`src/rtl/gen_requests_kn.sv`:
```
// K-channel request generator for shared-memory arbitration tests: each channel is
// paced by its own LFSR and issues sequential or pseudo-random requests over valid/ready.
module gen_requests_kn #(
    parameter int          K      = 4,
    parameter int          ADDR_W = 8,
    parameter int          DATA_W = 16,
    parameter int          CNT_W  = 12,
    parameter logic [15:0] SEED   = 16'hACE1
) (
    input  logic                  clk,
    input  logic                  rst_n,
    input  logic                  start,
    input  logic                  mode,
    input  logic [3:0]            rate,
    input  logic [CNT_W-1:0]      num_req,
    output logic [K-1:0]          req_valid,
    input  logic [K-1:0]          req_ready,
    output logic [K-1:0]          req_we,
    output logic [K*ADDR_W-1:0]   req_addr,
    output logic [K*DATA_W-1:0]   req_wdata,
    output logic                  busy,
    output logic                  done
);

    typedef enum logic [1:0] {
        IDLE = 2'd0,
        RUN  = 2'd1,
        DONE = 2'd2
    } state_t;

    state_t             state_reg;
    logic               busy_reg;
    logic               done_reg;
    logic               mode_reg;
    logic [3:0]         rate_reg;
    logic [CNT_W-1:0]   num_reg;

    logic               launch;
    logic [K-1:0]       chan_idle;
    logic               all_idle;

    // A start seen in RUN must not disturb the channels, so launch is gated by state.
    assign launch   = start && (state_reg != RUN);
    assign all_idle = &chan_idle;

    always_ff @(posedge clk or negedge rst_n) begin
        if (!rst_n) begin
            state_reg <= IDLE;
            busy_reg  <= 1'b0;
            done_reg  <= 1'b0;
            mode_reg  <= 1'b0;
            rate_reg  <= '0;
            num_reg   <= '0;
        end else begin
            case (state_reg)
                RUN: begin
                    if (all_idle) begin
                        state_reg <= DONE;
                        busy_reg  <= 1'b0;
                        done_reg  <= 1'b1;
                    end
                end
                default: begin
                    if (start) begin
                        state_reg <= RUN;
                        busy_reg  <= 1'b1;
                        done_reg  <= 1'b0;
                        mode_reg  <= mode;
                        rate_reg  <= rate;
                        num_reg   <= num_req;
                    end
                end
            endcase
        end
    end

    assign busy = busy_reg;
    assign done = done_reg;

    generate
        for (genvar gi = 0; gi < K; gi++) begin : g_chan
            localparam logic [15:0] SEED_MIX = SEED ^ 16'(gi * 16'h1F3D);
            localparam logic [15:0] SEED_CH  = (SEED_MIX == 16'h0000) ? 16'h0001 : SEED_MIX;
            localparam logic [ADDR_W-1:0] BASE = ADDR_W'(gi) << (ADDR_W - 2);

            logic               valid_reg;
            logic               we_reg;
            logic [ADDR_W-1:0]  addr_reg;
            logic [DATA_W-1:0]  wdata_reg;
            logic [CNT_W-1:0]   issued_reg;
            logic [15:0]        lfsr_reg;

            logic [15:0]        lfsr_next;
            logic               issue;
            logic               we_next;
            logic [ADDR_W-1:0]  addr_next;
            logic [DATA_W-1:0]  wdata_next;
            logic [ADDR_W-1:0]  rnd_addr;

            // Fibonacci LFSR, taps 16,14,13,11 in right-shift form.
            assign lfsr_next = {lfsr_reg[0] ^ lfsr_reg[2] ^ lfsr_reg[3] ^ lfsr_reg[5],
                                lfsr_reg[15:1]};

            if (ADDR_W > 16) begin : g_wide_addr
                assign rnd_addr = ADDR_W'(lfsr_reg);
            end else begin : g_narrow_addr
                assign rnd_addr = lfsr_reg[ADDR_W-1:0];
            end

            assign issue = (issued_reg < num_reg) && (lfsr_reg[3:0] <= rate_reg);

            always_comb begin
                wdata_next                   = '0;
                wdata_next[DATA_W-1 -: 4]    = 4'(gi);
                wdata_next[CNT_W-1:0]        = issued_reg;
                if (mode_reg) begin
                    we_next   = lfsr_reg[4];
                    addr_next = rnd_addr;
                end else begin
                    // Pairs of write-then-read share one address.
                    we_next   = ~issued_reg[0];
                    addr_next = BASE + ADDR_W'(issued_reg >> 1);
                end
            end

            assign chan_idle[gi] = !valid_reg && (issued_reg == num_reg);

            always_ff @(posedge clk or negedge rst_n) begin
                if (!rst_n) begin
                    valid_reg  <= 1'b0;
                    we_reg     <= 1'b0;
                    addr_reg   <= '0;
                    wdata_reg  <= '0;
                    issued_reg <= '0;
                    lfsr_reg   <= SEED_CH;
                end else if (launch) begin
                    valid_reg  <= 1'b0;
                    we_reg     <= 1'b0;
                    addr_reg   <= '0;
                    wdata_reg  <= '0;
                    issued_reg <= '0;
                end else if (state_reg == RUN) begin
                    if (valid_reg) begin
                        if (req_ready[gi]) begin
                            valid_reg  <= 1'b0;
                            issued_reg <= issued_reg + 1'b1;
                        end
                    end else begin
                        lfsr_reg <= lfsr_next;
                        if (issue) begin
                            valid_reg <= 1'b1;
                            we_reg    <= we_next;
                            addr_reg  <= addr_next;
                            wdata_reg <= wdata_next;
                        end
                    end
                end
            end

            assign req_valid[gi]                   = valid_reg;
            assign req_we[gi]                      = we_reg;
            assign req_addr[gi*ADDR_W +: ADDR_W]   = addr_reg;
            assign req_wdata[gi*DATA_W +: DATA_W]  = wdata_reg;
        end
    endgenerate

endmodule

```
`config.mk`:
```
export PLATFORM = sky130hd
export DESIGN_NAME = gen_requests_kn
export DESIGN_NICKNAME = d
export VERILOG_FILES = /design/src/rtl/gen_requests_kn.sv
export SDC_FILE = /design/constraint.sdc
export NUM_CORES = 1
export LEC_CHECK = 0
export CAP_MARGIN = 20
export CORE_ASPECT_RATIO = 0.9
export CORE_MARGIN = 3
export CORE_UTILIZATION = 25
export CTS_BUF_LIST = sky130_fd_sc_hd__clkbuf_4 sky130_fd_sc_hd__clkbuf_8 sky130_fd_sc_hd__clkbuf_16
export CTS_CLUSTER_DIAMETER = 200
export DETAILED_ROUTE_END_ITERATION = 10
export PLACE_DENSITY = 0.53
export RECOVER_POWER = 50
export REMOVE_ABC_BUFFERS = 1
export SETUP_SLACK_MARGIN = 0.2
export SLEW_MARGIN = 20
export SYNTH_ARGS = -nofsm -noshare
export SYNTH_HDL_FRONTEND = slang
export SYNTH_SLANG_ARGS = --single-unit
```
`constraint.sdc`:
```
create_clock -name clk -period 2 [get_ports clk]
set_clock_uncertainty 0.05 [all_clocks]
set_input_delay 0.3 -clock clk [delete_from_list [all_inputs] [get_ports clk]]
set_output_delay 0.3 -clock clk [all_outputs]
set_load 0.005 [all_outputs]
```
# Yosys cells after proc, flatten, opt, wreduce, memory -nomap -nowiden

Index checks and enable logic that the tools add are counted.

Register bits: 237
Logic and storage cells: 221
Output and inout bits: 106

$add $sub $neg: 7
Bitwise operators: 22
Multiplexer cells: 101
Equal/unequal tests: 11
Magnitude comparators: 8
Reductions and logical operators: 42

Operators with widths:

| operator                                                        | count |
|---|---|
| 16-bit two-way mux                                              | 16 |
| 12-bit two-way mux                                              | 16 |
| 8-bit two-way mux                                               | 20 |
| 12-bit by 1-bit adder with 12-bit output, second input constant | 4 |
| 12-bit == test                                                  | 4 |
| 12-bit less-than comparator                                     | 4 |
| 1-bit two-way mux                                               | 46 |
| 3-bit AND reduction                                             | 12 |
| 2-bit nonzero test                                              | 14 |
| 8-bit adder, first input constant                               | 2 |
| 4-bit <= comparator                                             | 4 |
| 1-bit bitwise XOR                                               | 12 |
| 2-bit != test, second input constant                            | 5 |
| 1-bit inverter                                                  | 10 |
| 1-bit logical AND                                               | 9 |
| 7-bit by 8-bit adder with 8-bit output, first input constant    | 1 |
| 2-bit two-way mux                                               | 3 |
| 1-bit logical NOT                                               | 4 |
| 2-bit AND reduction                                             | 2 |
| 4-bit AND reduction                                             | 1 |
| 2-bit by 1-bit == test with 1-bit output, second input constant | 1 |
| 2-bit by 1-bit != test with 1-bit output, second input constant | 1 |

# Depth between registers and ports, before layout

Word-level depth: 6
Gate-level depth with buffers: 9

# Least setup slack after synthesis

Ideal clock, no wire load.

Kind: register to register
Start: reg num_reg[1]
End: reg g_chan[2].addr_reg[3]
Arrival: 1956 ps
Cell stages (with the launch flop): 10
Setup slack: -131 ps
Period minus slack after synthesis: 2131 ps
Data required time: 1825 ps
Path through: dfrtp_1 inv_1 ha_1 nor2b_1 o211ai_1 a211oi_1 or4_1 buf_2 buf_6 mux2i_1

Cells in the longest elaborated chain, start to end: 4

Ends and longest elaborated chain:

| what                          | line | RTL |
|---|---|---|
| from (decl)                   | 36   | `logic [CNT_W-1:0] num_reg;` |
| from (signal assigned)        | 70   | `num_reg <= num_req;` |
| 12-bit less-than comparator   | 110  | `assign issue = (issued_reg < num_reg) && (lfsr_reg[3:0] <= rate_reg);` |
| 1-bit logical AND             | 110  |  |
| 2-bit nonzero test (no line)  | --   |  |
| 3-bit AND reduction (no line) | --   |  |
| to (signal assigned)          | 153  | `addr_reg <= addr_next;` |
| to (decl)                     | 88   | `logic [ADDR_W-1:0] addr_reg;` |

Every way passes these cells.
A chain may end at the register's enable or synchronous reset.

# Worst setup path after layout

Start: reg rate_reg[1]
End: reg g_chan[3].wdata_reg[1]

Cells in the longest elaborated chain, start to end: 4

Ends and longest elaborated chain:

| what                          | line | RTL |
|---|---|---|
| from (decl)                   | 35   | `logic [3:0] rate_reg;` |
| from (signal assigned)        | 69   | `rate_reg <= rate;` |
| 4-bit <= comparator           | 110  |  |
| 1-bit logical AND             | 110  |  |
| 2-bit nonzero test (no line)  | --   |  |
| 3-bit AND reduction (no line) | --   |  |
| to (signal assigned)          | 154  | `wdata_reg <= wdata_next;` |
| to (decl)                     | 89   | `logic [DATA_W-1:0] wdata_reg;` |

Every way passes these cells.

==> out/qor.csv <==
metric;value;unit
viasPerCell;4.43;
largest_reg_flops;64;
post-dp-hpwl;23400;um
num_vias;8503;
grtUsageTotal;13.7;%
synth_edf_count;0;
worstPathBufferInverterCount;5;
antenna_found_initial;0;
crit_arrival;2660;ps
drc_errors;0;
synth_area;11400;um^2
drtIter0Drc;368;
relSlewSlack;17.2;%
ys.flop_type;dfrtp_1;
port_buffers;117;
ys_seq_elements;222;
fin_setup_tns;-19920;ps
clock_sinks;222;
fin_crit;2290;ps
detail_route.first_pass.iterations;4;
required;2370;ps
synth-seq-area-share;49.1;%
path_delay_family;compound AO/OA/AOI/OAI gates;
grt_pass1_vias;8895;
yosysUniqueCellTypes;39;
cts_made_buffers;25;
htreeDepth;1;
cp-start-kind;register;
diodes;0;
critPathMaxStageDelay;410;ps
timing.final.crit_share;115;%
crit_slowest_cell;a2111o_2;
wl_per_cell;17.5;um
synthXorXnorAreaFrac;3.91;%
synthCells;1057;
ant_nets;0;
crit_chain;inv_2 > buf_6 > buf_6 > ha_4 > nor2b_4 > o211ai_1 > a21oi_2 > a2111o_2 > buf_4 > buf_16 > mux2i_1;
yosys.area_share.simple;13.1;%
rows;73;
fin_util;35.8;%
intPower;15.8;mW
start_util;25.6;%
nets;1396;
p_seq_share;30.5;%
p_leak;7.77;nW
synth_mux_area_share;15.3;%
synthArstFlopShare;100;%
die_area;48300;um^2
failed_checks;negative setup slack;
clkPwrFrac;20.9;%
die_y;209;um
fmax;437;MHz
pwr_density_cell;1510;nW/um^2
gp_congestion;0.807;
area_growth;40.1;%
pin_count;130;
setup_slack;-290;ps
cts_tree;yes;
synth-compound-area-share;5.05;%
pre_cts_slack;-247;ps
syn_avg_cell_area;10.8;um^2
ys_warn_count;0;
drv_slew;0;
netSwitchingPower;8.32;mW
hold_violations;0;
setup_viol_count_final;93;
critPathCaptureType;register;
crit_type;register to register;
cp_common_cell;buf_6;
max-vdd-ir-drop;761;uV
status;complete, but fails checks;
min_path_type;primary input to register;
tightest_slew;1240;ps
clk_pin_slew;60;ps
core-area;44700;um^2
switching_share;34.5;%
maxCapViolations;0;
synth_top_family_by_area;multiplexers;
insertion_delay;540;ps
rsz0062_at_grt;yes;
design_area;16000;um^2
die_x;231;um
grt_pass1_wl;52600;um
clock_path_buffers;3;
place_area;14000;um^2
synth_fa_ha_area_share;7.67;%
grt_max_degree;64;
path_max_fanout;6;
wirelength;33600;um
power.share.combinational;48.6;%
clock_tree.root_cell;clkbuf_16;
drive_gt1_share;29.1;%
overflow;0;
==> per-stage QoR <==
step | cells | hold slack [ps] | power [mW]
finish | 1921 | 286 | 24.1
floorplan | 1002 | -45.6 | 12.8
detailed placement | 1837 | 230 | 17.1
global placement | 1837 | 227 | 16.9
CTS | 1909 | 240 | 23.8
global route | 1921 | 301 | 25.7
==> worst paths after layout <==
path                                                 to  slack [ps]                     from  cells after the start
worst max register to register   g_chan[3].wdata_reg[1]        -290              rate_reg[1]                     11
worst min register to register  g_chan[1].wdata_reg[12]         450  g_chan[1].wdata_reg[12]                      2
max in group asynchronous                   rate_reg[0]         140                    rst_n                      3
min in group asynchronous        g_chan[3].lfsr_reg[11]         520                    rst_n                      2
worst max-delay path             g_chan[3].wdata_reg[1]        -290              rate_reg[1]                     11
worst min-delay path                        num_reg[10]         290              num_req[10]                      3
==> tightest hold or removal path, delay by kind of cell <==
kind	cells	cell delay (ps)
AO/OA/AOI/OAI	1	60
buffers and inverters	1	410
AND/OR/NAND/NOR	1	60
==> synthesized netlist by cell type (24+ instances only) <==
library cell | n | area share, %
a21oi_1 | 45 | 2.0
clkbuf_1 | 24 | 0.79
dfrtp_1 | 187 | 41
dfstp_2 | 35 | 8.1
ha_1 | 70 | 7.7
inv_1 | 68 | 2.2
mux2_2 | 59 | 5.8
mux2i_1 | 108 | 9.5
nand2_1 | 166 | 5.5
nor2_1 | 51 | 1.7
o21ai_0 | 30 | 1.3
xnor2_1 | 51 | 3.9
==> repair_timing <==
action,in CTS,in global routing
setup buffers,20,10
gates cloned,5,2
pin swaps,14,16
hold buffers,1,0
endpoints found under the hold margin,38,0
gates resized for setup,120,80
setup endpoints to repair,158,141
==> power groups by stage <==
stage / Combinational [mW] / Sequential [mW] / Clock, mW
3_3_place_gp: 9.47 / 7.40 / 0
4_1_cts: 11.3 / 7.36 / 5.18
6_report: 11.7 / 7.35 / 5.04
3_5_place_dp: 9.70 / 7.43 / 0
2_1_floorplan: 5.40 / 7.38 / 0
5_1_grt: 12.8 / 7.57 / 5.37
==> cell families (layout without fill, tap and decap cells) <==
family	after synthesis	after routing
AO/OA/AOI/OAI	99	99
XOR/XNOR	51	51
adder cells (fa/ha/maj)	70	70
buffers and inverters	134	387
flip-flops	222	222
multiplexers	167	167
other	1	12
AND/OR/NAND/NOR	313	313
==> metal layers <==
layer / wire length, um / GRT usage (%)
met1: 16200 / 19.6
met2: 15600 / 22.0
met3: 1250 / 2.39
met4: 548 / 2.54
met5: 0 / 0
==> placed cells by master, fill, tap and decap left out, types with 41 or more instances in the layout <==
cell / synthesis / final
mux2_2: 59 / 59
clkdlybuf4s50_1: 0 / 46
nand2_1: 166 / 161
dfrtp_1: 187 / 181
buf_4: 21 / 104
ha_1: 70 / 48
xnor2_1: 51 / 51
dlygate4sd2_1: 0 / 41
nor2_1: 51 / 50
mux2i_1: 108 / 106
inv_1: 68 / 55
==> area by class of cell <==
type | count | area [um^2]
clock buffer | 35 | 738
inverter | 68 | 258
timing repair buffer | 273 | 2790
tap | 600 | 751
sequential | 222 | 5610
clock inverter | 11 | 164
fill | 4470 | 28700
multi-input combinational | 712 | 5680
(Power assumes the default switching activity.)
